File: config.mk
export PLATFORM = sky130hd
export DESIGN_NAME = aes_fault_bist
export DESIGN_NICKNAME = d
export VERILOG_FILES = /design/src/rtl/aes_fault_bist.sv
export SDC_FILE = /design/constraint.sdc
export NUM_CORES = 1
export LEC_CHECK = 0
export ABC_AREA = 1
export BUFFER_PORTS_ARGS = -buffer_cell sky130_fd_sc_hd__buf_2
export CORE_AREA = 3 3 377 379
export CTS_BUF_LIST = sky130_fd_sc_hd__clkbuf_4 sky130_fd_sc_hd__clkbuf_8
export DETAILED_ROUTE_END_ITERATION = 12
export DIE_AREA = 0 0 380 382
export SLEW_MARGIN = 10
export SYNTH_ARGS = -nofsm -noshare
export SYNTH_HDL_FRONTEND = slang
export SYNTH_SLANG_ARGS = --single-unit
File: constraint.sdc
create_clock -name clk -period 1.8 [get_ports clk]
set_input_delay 0.45 -clock clk [delete_from_list [all_inputs] [get_ports clk]]
set_output_delay 0.45 -clock clk [all_outputs]
set_load 0.005 [all_outputs]
File: src/rtl/aes_fault_bist.sv
// Built-in self-test sequencer for the fault-defended AES top: it replays stored vectors
// clean and with a one-cycle state fault, and keeps saturating pass/fail tallies.
module aes_fault_bist #(
  parameter int           NUM_VECTORS     = 16,
  parameter int           ADDR_W          = 8,
  parameter int           CNT_W           = 16,
  parameter int           TIMEOUT_CYCLES  = 4000,
  parameter int           INJECT_DELAY    = 4,
  parameter logic [127:0] FAULT_MASK_INIT = 128'h1,
  parameter bit           ROTATE_FAULT    = 1'b1
) (
  input  logic              clk,
  input  logic              rst_n,
  input  logic              go,
  input  logic [1:0]        mode,
  output logic [ADDR_W-1:0] vec_addr,
  input  logic [127:0]      vec_key,
  input  logic [127:0]      vec_pt,
  input  logic [127:0]      vec_ct,
  output logic              dut_start,
  output logic [127:0]      dut_key,
  output logic [127:0]      dut_pt,
  output logic              fault_inj,
  output logic [127:0]      fault_mask,
  input  logic              dut_busy,
  input  logic              dut_done,
  input  logic              dut_fault_flag,
  input  logic [127:0]      dut_ct,
  output logic              bist_busy,
  output logic              bist_done,
  output logic              timeout,
  output logic [CNT_W-1:0]  pass_ok,
  output logic [CNT_W-1:0]  fail_ok,
  output logic [CNT_W-1:0]  pass_fault,
  output logic [CNT_W-1:0]  fail_fault,
  output logic              result_pass
);

  localparam int CYC_W = $clog2(TIMEOUT_CYCLES + 1);
  localparam logic [CYC_W-1:0]  INJ_AT   = CYC_W'(INJECT_DELAY - 1);
  // cyc reads k-1 in the k-th cycle after dut_start, so this is the last RUN cycle in budget.
  localparam logic [CYC_W-1:0]  CYC_LAST = CYC_W'(TIMEOUT_CYCLES - 2);
  localparam logic [ADDR_W-1:0] IDX_LAST = ADDR_W'(NUM_VECTORS - 1);

  typedef enum logic [3:0] {
    S_IDLE, S_FETCH, S_LOAD, S_START, S_RUN, S_CHECK, S_GAP, S_NEXT, S_DONE, S_TIMEOUT
  } state_t;

  state_t             state, state_d;
  logic [1:0]         mode_q;
  logic [ADDR_W-1:0]  idx;
  logic               fault_phase;
  logic [CYC_W-1:0]   cyc;
  logic [127:0]       exp_ct;
  logic               flag_q;
  logic               ct_ok_q;

  function automatic logic [CNT_W-1:0] sat_inc(input logic [CNT_W-1:0] v);
    return (&v) ? v : v + 1'b1;
  endfunction

  assign vec_addr = idx;

  // NOTE: every output gets a default before the case, so no path can infer a latch.
  always_comb begin
    state_d   = state;
    dut_start = 1'b0;
    fault_inj = 1'b0;
    bist_busy = 1'b1;
    unique case (state)
      S_IDLE: begin
        bist_busy = 1'b0;
        if (go) state_d = S_FETCH;
      end
      S_FETCH: state_d = S_LOAD;
      S_LOAD:  state_d = S_START;
      S_START: begin
        dut_start = 1'b1;
        state_d   = S_RUN;
      end
      S_RUN: begin
        if (dut_done) begin
          state_d = S_CHECK;
        end else begin
          // A core that has already gone idle has no state register worth corrupting.
          fault_inj = fault_phase && dut_busy && (cyc == INJ_AT);
          if (cyc == CYC_LAST) state_d = S_TIMEOUT;
        end
      end
      S_CHECK: state_d = S_GAP;
      S_GAP:   state_d = (mode_q[1] && !fault_phase) ? S_START : S_NEXT;
      S_NEXT:  state_d = (idx == IDX_LAST) ? S_DONE : S_FETCH;
      S_DONE, S_TIMEOUT: begin
        bist_busy = 1'b0;
        state_d   = S_IDLE;
      end
      default: state_d = S_IDLE;
    endcase
  end

  // NOTE: non-blocking assignments, so every register here samples pre-edge values.
  always_ff @(posedge clk) begin
    if (!rst_n) begin
      state       <= S_IDLE;
      mode_q      <= '0;
      idx         <= '0;
      fault_phase <= 1'b0;
      cyc         <= '0;
      // NOTE: the wide data registers are reset as well, so dut_key/dut_pt read 0 out of reset.
      dut_key     <= '0;
      dut_pt      <= '0;
      exp_ct      <= '0;
      flag_q      <= 1'b0;
      ct_ok_q     <= 1'b0;
      pass_ok     <= '0;
      fail_ok     <= '0;
      pass_fault  <= '0;
      fail_fault  <= '0;
      bist_done   <= 1'b0;
      timeout     <= 1'b0;
      result_pass <= 1'b0;
      fault_mask  <= FAULT_MASK_INIT;
    end else begin
      state <= state_d;
      unique case (state)
        S_IDLE: if (go) begin
          mode_q      <= mode;
          idx         <= '0;
          pass_ok     <= '0;
          fail_ok     <= '0;
          pass_fault  <= '0;
          fail_fault  <= '0;
          bist_done   <= 1'b0;
          timeout     <= 1'b0;
          result_pass <= 1'b0;
          fault_mask  <= FAULT_MASK_INIT;
        end
        S_LOAD: begin
          dut_key     <= vec_key;
          dut_pt      <= vec_pt;
          exp_ct      <= vec_ct;
          fault_phase <= (mode_q == 2'd1);
        end
        S_START: cyc <= '0;
        S_RUN: begin
          cyc <= cyc + 1'b1;
          if (dut_done) begin
            flag_q  <= dut_fault_flag;
            ct_ok_q <= (dut_ct == exp_ct);
          end else if (cyc == CYC_LAST) begin
            timeout     <= 1'b1;
            bist_done   <= 1'b1;
            result_pass <= 1'b0;
          end
        end
        S_CHECK: begin
          if (fault_phase) begin
            if (flag_q) pass_fault <= sat_inc(pass_fault);
            else        fail_fault <= sat_inc(fail_fault);
            if (ROTATE_FAULT) fault_mask <= {fault_mask[126:0], fault_mask[127]};
          end else begin
            if (!flag_q && ct_ok_q) pass_ok <= sat_inc(pass_ok);
            else                    fail_ok <= sat_inc(fail_ok);
          end
        end
        S_GAP: if (mode_q[1] && !fault_phase) fault_phase <= 1'b1;
        S_NEXT: begin
          if (idx != IDX_LAST) begin
            idx <= idx + 1'b1;
          end else begin
            bist_done   <= 1'b1;
            result_pass <= (fail_ok == '0) && (fail_fault == '0);
          end
        end
        default: ;
      endcase
    end
  end

endmodule

==> impl_results.md <==
* Syn avg cell area at 7.38 um2
* Setup violators final at 439
* Post-Syn Instances at 3,340
* Max-cap violations at 0
* Row Count at 137
* Syn-to-layout area delta at 88.3%
* DRC viols at 0
* Cell accounting for the most synthesized area: dfxtp_1
* # clock sinks at 608
* Fill count at 14,300
* Static Leakage at 19.7 nW
* DR iter-0 viols at 2,266
* WS Path Type: reg -> out
* Peak VDD IR at 0.769 mV
* F_max at 431 MHz
* Most frequent cells in the layout: buf_2, nor2_1, nand2_1, o21ai_0, dlygate4sd3_1
* Vias in the first global route at 30,000
* Layout cells sized above 1 at 45.7%
* Total Routing Usage GR at 18.3%
* CP Max Fanout at 2
* Failing checks: setup timing
* Fin nets at 5,600
* Final Slew Violations at 0
* Clock skew at 0.0474 ns
* First-pass GRT wire length at 198,000 um
* Core area at 139,000 um2
* Slew HR at 63.8%
* Die height at 382 um
* CTS tree: done
* CP endpoint kind: output pin
* Largest cells by area after synthesis: dfxtp_1, nor2_1, o21ai_0, nand2_1, a21oi_1
* Hold Vio Cnt, Final at 0
* DR WL/cell at 20.8 um
* Dominant synthesized flop cell: dfxtp_1
* Final worst path period share at 129%
* Dpl hpwl at 103,000 um
* DR vias at 31,000
* Final Critical Period at 2.32 ns
* Port Buffers at 981
* WP data required at 1.35 ns
* Post-Syn Area at 24,600 um2
* WL final at 147,000 um
* Least-Margin Pin Slew at 0.542 ns
* CTS max path bufs at 3
* Cell variety after synth at 45
* DRT antenna net count at 0
* Yosys reg bits at 608
* Routability Congestion at 0.962
* RSZ-0062 raised after global routing: yes
* Crit path DAT at 1.87 ns
* Tightest Hold Check Type: in -> reg
* Commonest non-fill, non-tap cell in the layout: buf_2
* Synth Net Count at 3,869
* Vias per cell at 4.39
* Final hold slack at 0.0775 ns
* TritonRoute pass-1 iters at 5
* Status: finished with violations
* Die Width at 380 um
* Asr flop ratio synth at 0%
* Root Driver: clkbuf_8
* Total gr overflow at 0
* Largest net degree at the start of global routing at 77
* Clk Latency, worst-skew pair at 0.79 ns
* Initial antenna violation count at 42
* Startpoint types: flop
* H-tree levels at 3
* Clock slew at reported path FFs at 0.06 ns
* Starting density of the core at 17.7%
* Place WS at -0.542 ns
* Synth top area share at 49.4%
* TritonCTS Buffers at 113
* Pwr/cell area at 835 nW/um2
* DIE AREA at 145,000 um2
* YS warnings at 0
* Io pins at 982
* Number of flops mapped to enable cells by yosys at 0
* PnR worst setup slack at -0.521 ns
* Seq/Total Area, Yosys at 49.4%
-- cell type report --
class,count,area (um2),area share (%)
Timing Repair Buffer,1827,15700,33.8
Inverter,149,633,1.36
Multi-Input combinational cell,2369,12500,27.0
Clock inverter,19,238,0.512
Clock buffer,175,2150,4.62
Sequential cell,608,12700,27.5
Antenna cell,30,75.1,0.162
Timing Repair inverter,3,23.8,0.0512
Tap cell,1876,2350,5.06
-- sequential cells by signal, indices dropped and copies added (netlist names) --
signal / cells
fail_ok: 16
dut_key: 128
dut_pt: 128
bist_done: 1
pass_ok: 16
state: 4
result_pass: 1
fault_phase: 1
exp_ct: 128
vec_addr: 8
pass_fault: 16
fault_mask: 128
fail_fault: 16
ct_ok_q: 1
cyc: 12
timeout: 1
mode_q: 2
flag_q: 1
-- worst max-delay path, stage by stage, from the launching register on --
cell and delay (ns):
dfxtp_2 0.34, inv_2 0.05, nor2_4 0.10, nand2_2 0.09, buf_6 0.13, nor2_4 0.08
inv_1 0.05, nor2_1 0.11, buf_2 0.16
-- synthesized netlist by cell type, types with 8 or more instances --
cell type / number
nand4_1: 19
nor3_1: 42
xnor2_1: 96
buf_1: 8
buf_2: 44
nor2_1: 836
nor4_1: 9
or2_2: 10
ha_1: 9
clkbuf_1: 143
a21oi_1: 259
buf_4: 12
o21ai_0: 448
inv_1: 141
nand2_1: 404
dfxtp_1: 608
nand3_1: 176
-- layer usage --
layer	routed length (um)	vias to the layer above	track usage, %
li1	-	14400	-
met1	56400	14700	21.2
met2	68500	1508	30.1
met3	14300	368	6.71
met4	7240	6	8.50
met5	33	-	0
-- worst paths after layout --
check	startpoint	to	slack (ns)	cells past startpoint
setup reg to reg	state[3]$_SDFFE_PN0P_	dut_pt[88]$_SDFFE_PN0P_	-0.19	13
hold / removal	vec_key[86]	dut_key[86]$_SDFFE_PN0P_	0.08	4
hold reg to reg	cyc[7]$_SDFFE_PN0P_	cyc[7]$_SDFFE_PN0P_	0.45	1
setup / recovery	state[2]$_SDFFE_PN0P_	fault_inj	-0.52	8
-- through the flow --
stage / util [%] / instances / total power, mW / TNS [ns] / area (um2)
floorplan: - / 3340 / 17.9 / 0 / 24600
global placement: 23.9 / 6223 / 21.0 / -1.09 / 33200
detailed placement: 23.9 / 6223 / 21.1 / -2.17 / 33200
CTS: 31.6 / 6980 / 37.7 / -68.87 / 44000
global route: 33.3 / 7046 / 40.4 / -95.02 / 46400
finish: 33.3 / 7056 / 38.8 / -39.97 / 46400
-- where the power goes --
group / leakage, nW / switching [mW] / total (mW) / internal, mW
Combinational: 13.3 / 4.51 / 9.13 / 4.62
Clock: 1.26 / 6.28 / 14.4 / 8.11
Sequential: 5.12 / 0.804 / 15.2 / 14.4
Total: 19.7 / 11.6 / 38.8 / 27.2
-- cells by family (layout without fill, tap and decap cells) --
family	count (synthesis)	after routing	share of synthesized area, %
other cells	0	30	0
fa+ha+maj	9	9	0.457
simple gates	1517	1517	25.0
compound gates	740	740	15.4
buf+inv	363	2173	6.14
flops	608	608	49.4
xor+xnor	103	103	3.66
-- repair_timing --
item / CTS / global route
setup endpoints to repair: 468 / 624
setup buffers: 180 / 24
pin swaps: 89 / 117
hold buffers: 367 / 0
gates cloned: 24 / 34
endpoints found under the hold margin: 370 / 0
resized for setup: 905 / 501
(Power assumes the default switching activity.)
